--- src/rtl/exception_handler_unit.sv ---
// Exception entry/return sequencer between the ID-stage exception detector and the IF PC-select mux.
// Optional build macro EXCEP_HALT_ON_DOUBLE_EN adds a HALTED state entered on any double fault.
module exception_handler_unit #(
  parameter logic [31:0] HANDLER_VEC  = 32'h0000_0100,
  parameter int          FLUSH_CYCLES = 2,
  parameter int          COUNT_W      = 8
) (
  input  logic               clk,
  input  logic               rst,
  input  logic               excep_flag,
  input  logic [31:0]        ID_PC,
  input  logic [6:0]         ID_opcode,
  input  logic               eret,
  output logic               flush_hold,
  output logic               pc_redirect,
  output logic [31:0]        redirect_target,
  output logic [31:0]        epc,
  output logic [6:0]         cause,
  output logic               in_handler,
  output logic [COUNT_W-1:0] excep_count,
  output logic               double_fault
);

  typedef enum logic [2:0] {
    IDLE, FLUSH, REDIRECT, HANDLER, RETURN
`ifdef EXCEP_HALT_ON_DOUBLE_EN
    , HALTED
`endif
  } state_t;

  localparam logic [3:0] FLUSH_LOAD = 4'(FLUSH_CYCLES - 1);

  state_t             state_q, state_d;
  logic [3:0]         cnt_q, cnt_d;
  logic [31:0]        epc_q, epc_d;
  logic [6:0]         cause_q, cause_d;
  logic [COUNT_W-1:0] count_q, count_d;
  logic [31:0]        target_q, target_d;
  logic               dfault_q, dfault_d;
  logic               flush_q, flush_d;
  logic               redir_q, redir_d;
  logic               inh_q, inh_d;
  logic               nested;

  assign nested = excep_flag && (state_q != IDLE);

  always_comb begin
    state_d  = state_q;
    cnt_d    = cnt_q;
    epc_d    = epc_q;
    cause_d  = cause_q;
    count_d  = count_q;
    target_d = target_q;
    dfault_d = dfault_q | nested;
    case (state_q)
      IDLE: begin
        if (excep_flag) begin
          epc_d   = ID_PC;
          cause_d = ID_opcode;
          if (count_q != '1) count_d = count_q + COUNT_W'(1);
          cnt_d   = FLUSH_LOAD;
          state_d = FLUSH;
        end
      end
      FLUSH: begin
        if (cnt_q == 4'd0) begin
          state_d  = REDIRECT;
          target_d = HANDLER_VEC;
        end else begin
          cnt_d = cnt_q - 4'd1;
        end
      end
      REDIRECT: state_d = HANDLER;
      HANDLER: begin
        if (eret) begin
          state_d  = RETURN;
          target_d = epc_q + 32'd4;
        end
      end
      RETURN: state_d = IDLE;
`ifdef EXCEP_HALT_ON_DOUBLE_EN
      HALTED: state_d = HALTED;
`endif
      default: state_d = IDLE;
    endcase
`ifdef EXCEP_HALT_ON_DOUBLE_EN
    // A double fault overrides every other transition, including a coincident eret.
    if (nested) begin
      state_d  = HALTED;
      target_d = target_q;
    end
`endif
  end

  always_comb begin
    flush_d = (state_d == FLUSH) || (state_d == REDIRECT);
`ifdef EXCEP_HALT_ON_DOUBLE_EN
    flush_d = flush_d || (state_d == HALTED);
`endif
    redir_d = (state_d == REDIRECT) || (state_d == RETURN);
    inh_d   = (state_d == HANDLER);
  end

  always_ff @(posedge clk or posedge rst) begin
    if (rst) begin
      state_q  <= IDLE;
      cnt_q    <= 4'd0;
      epc_q    <= 32'd0;
      cause_q  <= 7'd0;
      count_q  <= '0;
      target_q <= 32'd0;
      dfault_q <= 1'b0;
      flush_q  <= 1'b0;
      redir_q  <= 1'b0;
      inh_q    <= 1'b0;
    end else begin
      state_q  <= state_d;
      cnt_q    <= cnt_d;
      epc_q    <= epc_d;
      cause_q  <= cause_d;
      count_q  <= count_d;
      target_q <= target_d;
      dfault_q <= dfault_d;
      flush_q  <= flush_d;
      redir_q  <= redir_d;
      inh_q    <= inh_d;
    end
  end

  assign flush_hold      = flush_q;
  assign pc_redirect     = redir_q;
  assign redirect_target = target_q;
  assign epc             = epc_q;
  assign cause           = cause_q;
  assign in_handler      = inh_q;
  assign excep_count     = count_q;
  assign double_fault    = dfault_q;

endmodule

--- config.mk ---
export PLATFORM = sky130hd
export DESIGN_NAME = exception_handler_unit
export DESIGN_NICKNAME = d
export VERILOG_FILES = /design/src/rtl/exception_handler_unit.sv
export SDC_FILE = /design/constraint.sdc
export NUM_CORES = 1
export LEC_CHECK = 0
export BUFFER_PORTS_ARGS = -buffer_cell sky130_fd_sc_hd__buf_2
export CORE_MARGIN = 10
export CORE_UTILIZATION = 50
export CTS_BUF_LIST = sky130_fd_sc_hd__clkbuf_16
export CTS_CLUSTER_SIZE = 24
export DETAILED_ROUTE_END_ITERATION = 12
export GPL_TIMING_DRIVEN = 1
export HOLD_SLACK_MARGIN = 0.1
export PLACE_DENSITY_LB_ADDON = 0.3
export SYNTH_ARGS = -nofsm -noshare
export SYNTH_HDL_FRONTEND = slang
export SYNTH_SLANG_ARGS = --single-unit
--- constraint.sdc ---
create_clock -name clk -period 2.89 [get_ports clk]
set_input_delay 0.289 -clock clk [delete_from_list [all_inputs] [get_ports clk]]
set_output_delay 0.289 -clock clk [all_outputs]
set_load 0.01 [all_outputs]
# After elaboration in Yosys (flattened, before gate mapping)
# Cells that the tools add are included.
# W data, S select, Z words.
# word_totals
regBits	90
out_inout_bits	83
# op_classes
bitwise_logic	1
n_reduce_logical	12
eq_ne	12
mux	10
n_addsub	3
# op_table
op	n
$mux W32	2
$pmux W32 S2	1
$add A32 B3 Y32 const B	1
$eq A3 B2 Y1 const B	4
$pmux W3 S4	1
$mux W3	3
$reduce_and A3 Y1	3
$add A8 B1 Y8 const B	1
$mux W4	2
$ne A2 B2 Y1 const B	4
$ne A8 B8 Y1 const B	1
$pmux W4 S2	1
$eq A3 B1 Y1 const B	2
$logic_not A4 Y1	1
$reduce_bool A2 Y1	2
$sub A4 B1 Y4 const B	1
$eq A3 B3 Y1 const B	1
$logic_not A3 Y1	1
$reduce_bool A3 Y1	1
$logic_or A1 B1 Y1	2
$reduce_and A2 Y1	1
$logic_and A1 B1 Y1	1
$or A1 B1 Y1	1

# Depth between registers and ports, before layout
# logic_depth
word_depth	5
ltp_mapped	7
ltp_nobuf	7

# Least setup slack after synthesis
# OpenSTA, ideal clock, no wires.
# synth_path
path_type	register -> register
startpoint	register epc_q[2] (netlist: epc[2])
endpoint	register target_q[18] (netlist: redirect_target[18])
path_slack_ns	1.127
synth_period_minus_slack_ns	1.763
stages_incl_launch_ff	7
t_arrival_ns	1.635
path_buffers	0
setup_time_ns	0.129
path_cell_list	dfrtp_1 -> ha_1 -> nand3_1 -> or2_2 -> nor4_1 -> xnor2_1 -> o21ai_1
# synth_between
elab_chain_cells	3
# synth_lines
item	line	text
from (decl)	35	logic [31:0] epc_q, epc_d;
from (signal assigned)	119	epc_q <= epc_d;
$add A32 B3 Y32	77	target_d = epc_q + 32'd4;
$mux W32	75	if (eret) begin
$pmux W32 S2	55	case (state_q)
to (signal assigned)	122	target_q <= target_d;
to (decl)	38	logic [31:0] target_q, target_d;
# No other way between the ends. The select of a mux whose other input is x is not followed.
# A chain may end at the register's enable or synchronous reset.

# Final worst setup path
# layout_path
startpoint	register epc_q[2] (netlist: epc[2])
endpoint	register target_q[28] (netlist: redirect_target[28])
# The elaborated chain is that of the path after synthesis.

==> impl_metrics.toml <==
[status]
status = "completed"

[routing]
first_pass_iters = 4
drcViolationCount = 0
vias_per_cell = 5.29
postRouteAntennaNets = 0
wl_um = 9930
first_iter_violations = 164
num_vias = 3067
routedWlPerCell_um = 17.1

[cts]
root_buffer = "clkbuf_16"
cts_resized = 0
ctsHoldBuffers = 0
clock-sinks = 90
clkLatencyLatePin_ns = 0.33
clkSlewWorstSetupHoldPaths_ns = 0.06
htree_levels = 3
tritoncts = "yes"
cts_made_buffers = 9
cts_buffer_depth = 2
cts_setup_buffers = 0

[power]
power.switching_mw = 2.09
power_frac_seq = 0.422
power.internal_mw = 3.42
pwr-share-clk = 0.205
leakage_nw = 2.41
power.density_nw_per_um2 = 1100
p_total_mw = 5.51
switching_share = 0.379
peakVddDrop_mv = 0.541
share_comb_of_total_power = 0.373

[sta]
slew_violations = 0
fmax_ghz = 0.508
fin_skew_ns = 0.00842
tightest_slew_ns = 0.843
finalSetupViolations = 0
post-route-min-period_ns = 1.97
timing.hold.ws_ns = 0.0954
setup-tns-final_ns = 0
post-route-period-util = 0.680
maxSlewHeadroom = 0.437
timing.final.ws_setup_ns = 0.923
finalHoldViolCount = 0
rsz0062_at_grt = "false"

[logic_synthesis]
avgSynthCellArea_um2 = 11.5
synth_edf_count = 0
syn-instance-count = 344
yosysMostFrequentCell = "dfrtp_1"
syn-cell-area_um2 = 3960
synth_top_area_frac = 0.569
yosysWarnings = 0
yosysSeqAreaShare = 0.569
synthTopCellsByArea = "dfrtp_1 57%, mux2_2 11%, nand2_1 4.6%"
ys.flop_type = "dfrtp_1"
synth.distinct_cells = 33
ys_top_cells_by_count = "90 x dfrtp_1, 49 x nand2_1, 38 x mux2_2"
yosys.area.top_type = "dfrtp_1"
syn_nets = 390
synth-seq-cells = 90
async_flop_share = 1.00

[grt]
grt.total_usage = 0.167
antenna_found_initial = 0
overflow = 0
grt_pass1_vias = 3068
grt_start_max_net_pins = 50
grt_pass1_wl_um = 15800

[flow_run]
maxCapViolCount = 0

[place]
hpwlAfterDp_um = 7370
dpl_worst_slack_ns = 0.972
port_buffers = 125
routabilityCongestion = 0.819

[setup_path]
critical_path.startpoint = "epc[2]"
worstPathRequired_ns = 3.11
crit_slowest_cell = "nor2_1"
slowest_delay_ns = 0.50
crit_chain = "ha_1, nand3_1, nor2_1, nand3_1, xnor2_1, a22o_1"
critical_path.top_delay_family = "simple AND/OR/NAND/NOR gates"
crit_path_frequent_cell = "nand3_1"
cp_max_fo = 9
path_class = "flip-flop to flip-flop"
cp_data_arrival_time_ns = 2.18
r2r-start = "epc[2]"
crit_buf_inv = 0
end_kind = "flip-flop"
critPathLaunchType = "flip-flop"

[die]
die-area_um2 = 11900
die_x_um = 109
row_count = 32
dieHeight_um = 109
ios = 126
core_um2 = 7730
initial_core_util = 0.513

[final_layout]
finish.utilization = 0.648
finalNetCount = 519
n_antenna_cell = 0
area_delta_synth_final_pct = 26.5
drive_gt1_frac = 0.395

[worst_hold_path]
hold_path_class = "input port to async pin"
[power by group through the flow]
stage | logic (mW) | clock network [mW] | registers [mW]
5_1_grt | 2.27 | 1.21 | 2.41
4_1_cts | 2.10 | 1.15 | 2.32
2_1_floorplan | 1.06 | 0 | 2.47
3_3_place_gp | 2.03 | 0 | 2.31
6_report | 2.05 | 1.13 | 2.32
3_5_place_dp | 2.08 | 0 | 2.34
[metrics by stage]
step | area [um2] | std cells
2_1_floorplan | 3960 | 344
3_3_place_gp | 4720 | 564
3_5_place_dp | 4720 | 564
4_1_cts | 5010 | 580
5_1_grt | 5010 | 580
6_report | 5010 | 580
[path summary, 6_finish.rpt]
path                                        to  slack (ns)  depth (start not counted)
min                                   cause[4]         0.1                          2
max in group asynchronous              epc[13]        2.10                          3
min reg2reg                       double_fault        0.46                          1
max reg2reg                redirect_target[28]        0.92                          6
min in group clk                       epc[27]        0.16                          3
max                        redirect_target[28]        0.92                          6
[registers in the layout (all words and copies together), names as in the netlist, 3 cells and up]
register         count
cause                7
cnt_q                4
epc                 32
excep_count          8
redirect_target     32
state_q              3
[logic make-up after synthesis]
family | count (synthesis) | share of synthesized area
multiplexers | 38 | 0.108
buffers and inverters | 21 | 0.0224
AND/OR/NAND/NOR | 116 | 0.153
XOR/XNOR | 36 | 0.0796
AO/OA/AOI/OAI | 40 | 0.0587
adder cells (fa/ha/maj) | 3 | 0.00948
flip-flops | 90 | 0.569
[layer usage]
layer / share of wire / GRT usage
met5: 0 / 0
met4: 0.016 / 0.0631
met3: 0.090 / 0.0560
met2: 0.47 / 0.259
met1: 0.42 / 0.212
[layout by cell type (no fill, tap or decap), drive strengths merged]
master / instances
a31oi: 1
nor4: 3
nor2b: 1
nor3: 7
nand2: 49
o31ai: 2
nand4: 12
nand3: 15
ha: 3
xnor2: 18
or3b: 1
a22o: 4
clkinv: 4
a21oi: 1
nand2b: 2
nor4b: 2
bufinv: 1
or2: 1
dfrtp: 90
clkinvlp: 1
inv: 9
and4: 5
xor2: 18
o22ai: 6
nor3b: 2
o31a: 1
and3: 3
clkbuf: 9
nor2: 13
o21ai: 25
mux2: 38
buf: 131
[worst register-to-register path: stages, from the launching register on]
cell and delay (ns):
dfrtp_1 0.44, ha_1 0.24, nand3_1 0.16, nor2_1 0.50, nand3_1 0.18, xnor2_1 0.16, a22o_1 0.17
[cell type report]
cell class | instances | area (um2)
timing repair buffer | 131 | 683
inverter | 8 | 31.3
clock inverter | 7 | 62.6
tap | 102 | 128
sequential | 90 | 2250
fill | 623 | 2720
clock buffer | 9 | 225
multi-input combinational | 233 | 1630
(Power assumes the default switching activity.)
